$ cat config.mk
export PLATFORM = sky130hd
export DESIGN_NAME = pc_sequencer
export DESIGN_NICKNAME = d
export VERILOG_FILES = /design/src/rtl/pc_sequencer.sv
export SDC_FILE = /design/constraint.sdc
export NUM_CORES = 1
export LEC_CHECK = 0
export CAP_MARGIN = 20
export CORE_UTILIZATION = 25
export CTS_CLUSTER_DIAMETER = 100
export DETAILED_ROUTE_END_ITERATION = 7
export SLEW_MARGIN = 20
export SYNTH_ARGS = -nofsm -noshare
export SYNTH_HDL_FRONTEND = slang
export SYNTH_SLANG_ARGS = --single-unit
$ cat constraint.sdc
create_clock -name clk -period 1.87 [get_ports clk]
set_input_delay 0.374 -clock clk [delete_from_list [all_inputs] [get_ports clk]]
set_output_delay 0.374 -clock clk [all_outputs]
set_load 0.05 [all_outputs]
$ cat src/rtl/pc_sequencer.sv
// Fetch-stage program counter with relative branch, absolute jump and
// call/return through a circular return-address stack.
module pc_sequencer #(
  parameter int AW = 8,
  parameter int RAS_DEPTH = 4,
  parameter logic [AW-1:0] RESET_ADDR = '0,
  localparam int DW = $clog2(RAS_DEPTH + 1),
  localparam int PW = $clog2(RAS_DEPTH)
) (
  input  logic          clk,
  input  logic          rst,
  input  logic          stall,
  input  logic [2:0]    op,
  input  logic          cond,
  input  logic [AW-1:0] imm,
  input  logic          clr_err,
  output logic [AW-1:0] pc,
  output logic [DW-1:0] depth,
  output logic          ovf,
  output logic          udf
);

  localparam logic [2:0] OP_BRANCH = 3'b001;
  localparam logic [2:0] OP_JUMP   = 3'b010;
  localparam logic [2:0] OP_CALL   = 3'b011;
  localparam logic [2:0] OP_RET    = 3'b100;

  logic [AW-1:0] ras [RAS_DEPTH];
  logic [PW-1:0] tos;
  logic [AW-1:0] pc_inc;
  logic [PW-1:0] tos_inc;
  logic [PW-1:0] tos_dec;
  logic          ras_full;
  logic          ras_empty;

  always_comb begin
    pc_inc    = pc + AW'(1);
    tos_inc   = tos + PW'(1);
    tos_dec   = tos - PW'(1);
    ras_full  = (depth == DW'(RAS_DEPTH));
    ras_empty = (depth == '0);
  end

  // Error sets are written after the clear so a same-cycle event wins.
  always_ff @(posedge clk or posedge rst) begin
    if (rst) begin
      pc    <= RESET_ADDR;
      depth <= '0;
      ovf   <= 1'b0;
      udf   <= 1'b0;
      tos   <= '0;
      for (int i = 0; i < RAS_DEPTH; i++) ras[i] <= '0;
    end else begin
      if (clr_err) begin
        ovf <= 1'b0;
        udf <= 1'b0;
      end
      if (!stall) begin
        case (op)
          OP_BRANCH: pc <= cond ? (pc + imm) : pc_inc;
          OP_JUMP:   pc <= imm;
          OP_CALL: begin
            ras[tos_inc] <= pc_inc;
            tos          <= tos_inc;
            pc           <= imm;
            if (ras_full) ovf <= 1'b1;
            else          depth <= depth + DW'(1);
          end
          OP_RET: begin
            if (!ras_empty) begin
              pc    <= ras[tos];
              tos   <= tos_dec;
              depth <= depth - DW'(1);
            end else begin
              pc  <= pc_inc;
              udf <= 1'b1;
            end
          end
          default:   pc <= pc_inc;
        endcase
      end
    end
  end

endmodule

==> flow_metrics.py <==
metrics = {
    "clock_tree": {
        "clk_pin_slew_ns": 0.10,
        "clock-root-buffer": "clkbuf_8",
        "insertion_delay_ns": 0.30,
        "cts_num_sinks": 47,
        "cts_inserted_buffers": 5,
        "h-tree-depth": 2,
        "cts_buffer_depth": 2,
        "cts_tree": "built",
    },
    "setup_path": {
        "end_kind": "flip-flop",
        "rr_startpoint": "pc[0]$_DFFE_PP0N_",
        "critPathMaxFanout": 3,
        "crit_path_top_delay_cell": "dfrtp_4",
        "slowest_delay_ns": 0.50,
        "crit_required_ns": 2.06,
        "critPathLaunchType": "flip-flop",
        "cp.arrival_ns": 2.08,
        "crit_chain": "ha_4 > fa_2 > a21o_1 > a21oi_2 > xnor2_1 > a221oi_2 > a2bb2oi_1",
        "crit_start": "pc[0]$_DFFE_PP0N_",
        "criticalPathCategory": "reg -> reg",
    },
    "timing": {
        "fin_hold_ws_ns": 0.3826,
        "hold_viol": 0,
        "fmax_mhz": 530.8,
        "finalWorstSetupSlack_ns": -0.01385,
        "period_needed_ns": 1.884,
        "fin_crit_sh_pct": 100.7,
        "rsz0062_at_grt": "true",
        "skew_ns": 0.01041,
        "setup_viol": 2,
        "worst_pin_slew_ns": 0.4218,
        "slew_viol_final": 0,
        "slew_headroom_pct": 71.84,
    },
    "synth": {
        "synth_warnings": 0,
        "async_flop_share_pct": 100.0,
        "synth_cell_types": 48,
        "syn_nets": 293,
        "yosysTopAreaCell": "dfrtp_1",
        "synthTopCellsByArea": "dfrtp_1, o21ai_0, mux4_2, ha_1, nand2_1",
        "synth_seq_cells": 47,
        "synth-edff-count": 0,
        "synth_commonest_cells": "dfrtp_1, nand2_1, o21ai_0",
        "syn_area_um2": 2688,
        "synthFlopType": "dfrtp_1",
        "syn-instance-count": 263,
        "syn_area_per_cell_um2": 10.22,
        "yosysMostFrequentCell": "dfrtp_1",
        "synth_seq_area_share_pct": 43.76,
        "synth.top_cell.area_share_pct": 43.76,
    },
    "global_route": {
        "grt_pass1_wl_um": 11590,
        "gr-usage-all-layers_pct": 13.14,
        "first_global_vias": 2310,
        "antenna_found_initial": 0,
        "grt_max_degree": 29,
        "grt_overflow": 0,
    },
    "cells_and_area": {
        "diodes": 0,
        "fin_nets": 378,
        "drive_above_1_share_pct": 34.10,
        "synthToLayoutAreaGrowth_pct": 40.36,
        "stdcell_count": 485,
    },
    "pwr": {
        "p_per_area_nw_per_um2": 1350,
        "peakVddDrop_mv": 0.4074,
        "leakagePower_nw": 1.696,
    },
    "die": {
        "dieArea_um2": 11170,
        "core_region_area_um2": 10370,
        "initial_core_util_pct": 25.92,
        "io_pins": 29,
        "die_x_um": 105.7,
        "num_rows": 37,
        "fp.dieH_um": 105.7,
    },
    "drt": {
        "num_vias": 2263,
        "wl_per_cell_um": 14.59,
        "first_pass_iters": 4,
        "remaining_drc_errors": 0,
        "drtIter0Drc": 82,
        "avgViaCountPerCell": 4.666,
        "postRouteAntennaNets": 0,
        "wl_um": 7074,
    },
    "placement": {
        "io_buffers": 28,
        "place_inst": 475,
        "hpwl_um": 5398,
        "routabilityCongestion": 0.8175,
    },
    "outcome": {
        "violations": "negative setup slack",
        "outcome": "complete, but fails checks",
    },
    "worst_hold_path": {
        "hold_class": "in -> async",
    },
    "flow_run": {
        "drv_cap": 0,
    },
}
==> path summary, 6_finish.rpt <==
path / endpoint / cells after the start / slack, ns
max: pc[4]$_DFFE_PP0N_ / 7 / -0.01
min: pc[0]$_DFFE_PP0N_ / 2 / 0.38
max reg2reg: pc[4]$_DFFE_PP0N_ / 7 / -0.01
min reg2reg: ras[4]$_DFFE_PP0P_ / 2 / 0.48
max in group asynchronous: ras[0]$_DFFE_PP0P_ / 3 / 1.00
min in group clk: ras[4]$_DFFE_PP0P_ / 2 / 0.48
==> cells in the final DEF (no fill, tap or decap), types with 2 or more instances in the layout <==
master,instances
buf_4,71
dfrtp_1,42
nand2_1,39
o21ai_0,33
a21oi_1,14
inv_1,10
nor2_1,8
mux4_2,8
ha_1,8
clkdlybuf4s50_1,8
xnor2_1,7
nand3_1,6
xor2_1,5
clkbuf_8,5
mux2_2,4
ha_4,4
dlymetal6s2s_1,4
dfrtp_2,4
a22oi_1,3
a2bb2oi_1,3
or2_2,3
o21ai_1,3
dlygate4sd2_1,3
and3_1,2
a221oi_1,2
o22ai_1,2
xnor2_2,2
and2_1,2
a211o_1,2
a221o_1,2
a21o_1,2
nand3b_1,2
a31oi_1,2
bufinv_16,2
==> cells by family (layout without fill, tap and decap cells) <==
group / count (synthesis) / count (layout) / synth area share (%)
simple gates: 71 / 71 / 12.66
mux: 14 / 14 / 9.171
fa+ha+maj: 14 / 14 / 7.076
buf+inv: 21 / 107 / 3.212
compound gates: 82 / 82 / 19.55
flops: 47 / 47 / 43.76
xor+xnor: 14 / 14 / 4.562
==> critical path, delay by kind of cell (launching register included) <==
family | cells | cell delay [ns]
compound gates | 4 | 0.64
fa+ha+maj | 2 | 0.54
flops | 1 | 0.50
xor+xnor | 1 | 0.09
==> power breakdown <==
part	total [W]	internal [W]	switching (W)
Combinational	0.00248	0.00118	0.00130
Clock	0.000902	0.000533	0.000369
Sequential	0.00171	0.00142	0.000292
==> layout make-up <==
cell class / count / area (µm²)
clock buffer: 5 / 68.82
clock inverter: 3 / 67.56
fill: 1036 / 6598
inverter: 12 / 47.55
multi-input combinational: 195 / 1524
sequential: 47 / 1185
tap: 136 / 170.2
timing repair buffer: 87 / 709.4
==> routing by layer <==
metal  vias to the layer above  routed length (µm)  track usage (%)
li1                       1120                   -                -
met1                      1096                3225            16.95
met2                        39                3490            22.22
met4                         0                  95            3.571
met3                         8                 262            2.721
met5                         -                   0                0
==> registers in the layout, summed over array words and instances, names as in the netlist <==
register	count
ras	32
pc	8
depth	3
tos	2
ovf	1
udf	1
==> stage by stage <==
| stage | setup TNS [ns] | setup WS (ns) | total power, W | instance area [µm²] | utilization, % |
|---|---|---|---|---|---|
| after global placement | -9.975 | -0.4180 | 0.004039 | 3548 | 34.22 |
| after CTS | -0.08160 | -0.06884 | 0.005039 | 3694 | 35.62 |
| after detailed placement | -11.12 | -0.4711 | 0.004118 | 3548 | 34.22 |
| after global routing | -0.2070 | -0.08395 | 0.005440 | 3772 | 36.38 |
| final | -0.02491 | -0.01385 | 0.005092 | 3772 | 36.38 |
| after floorplan | -0.1271 | -0.07045 | 0.003233 | 2731 | - |
==> timing repair <==
item	CTS	global route
pin swaps	0	7
buffers inserted	0	2
resized for setup	4	15
hold buffers	0	0
setup endpoints to repair	5	30
Power figures use the tool's default switching activity.
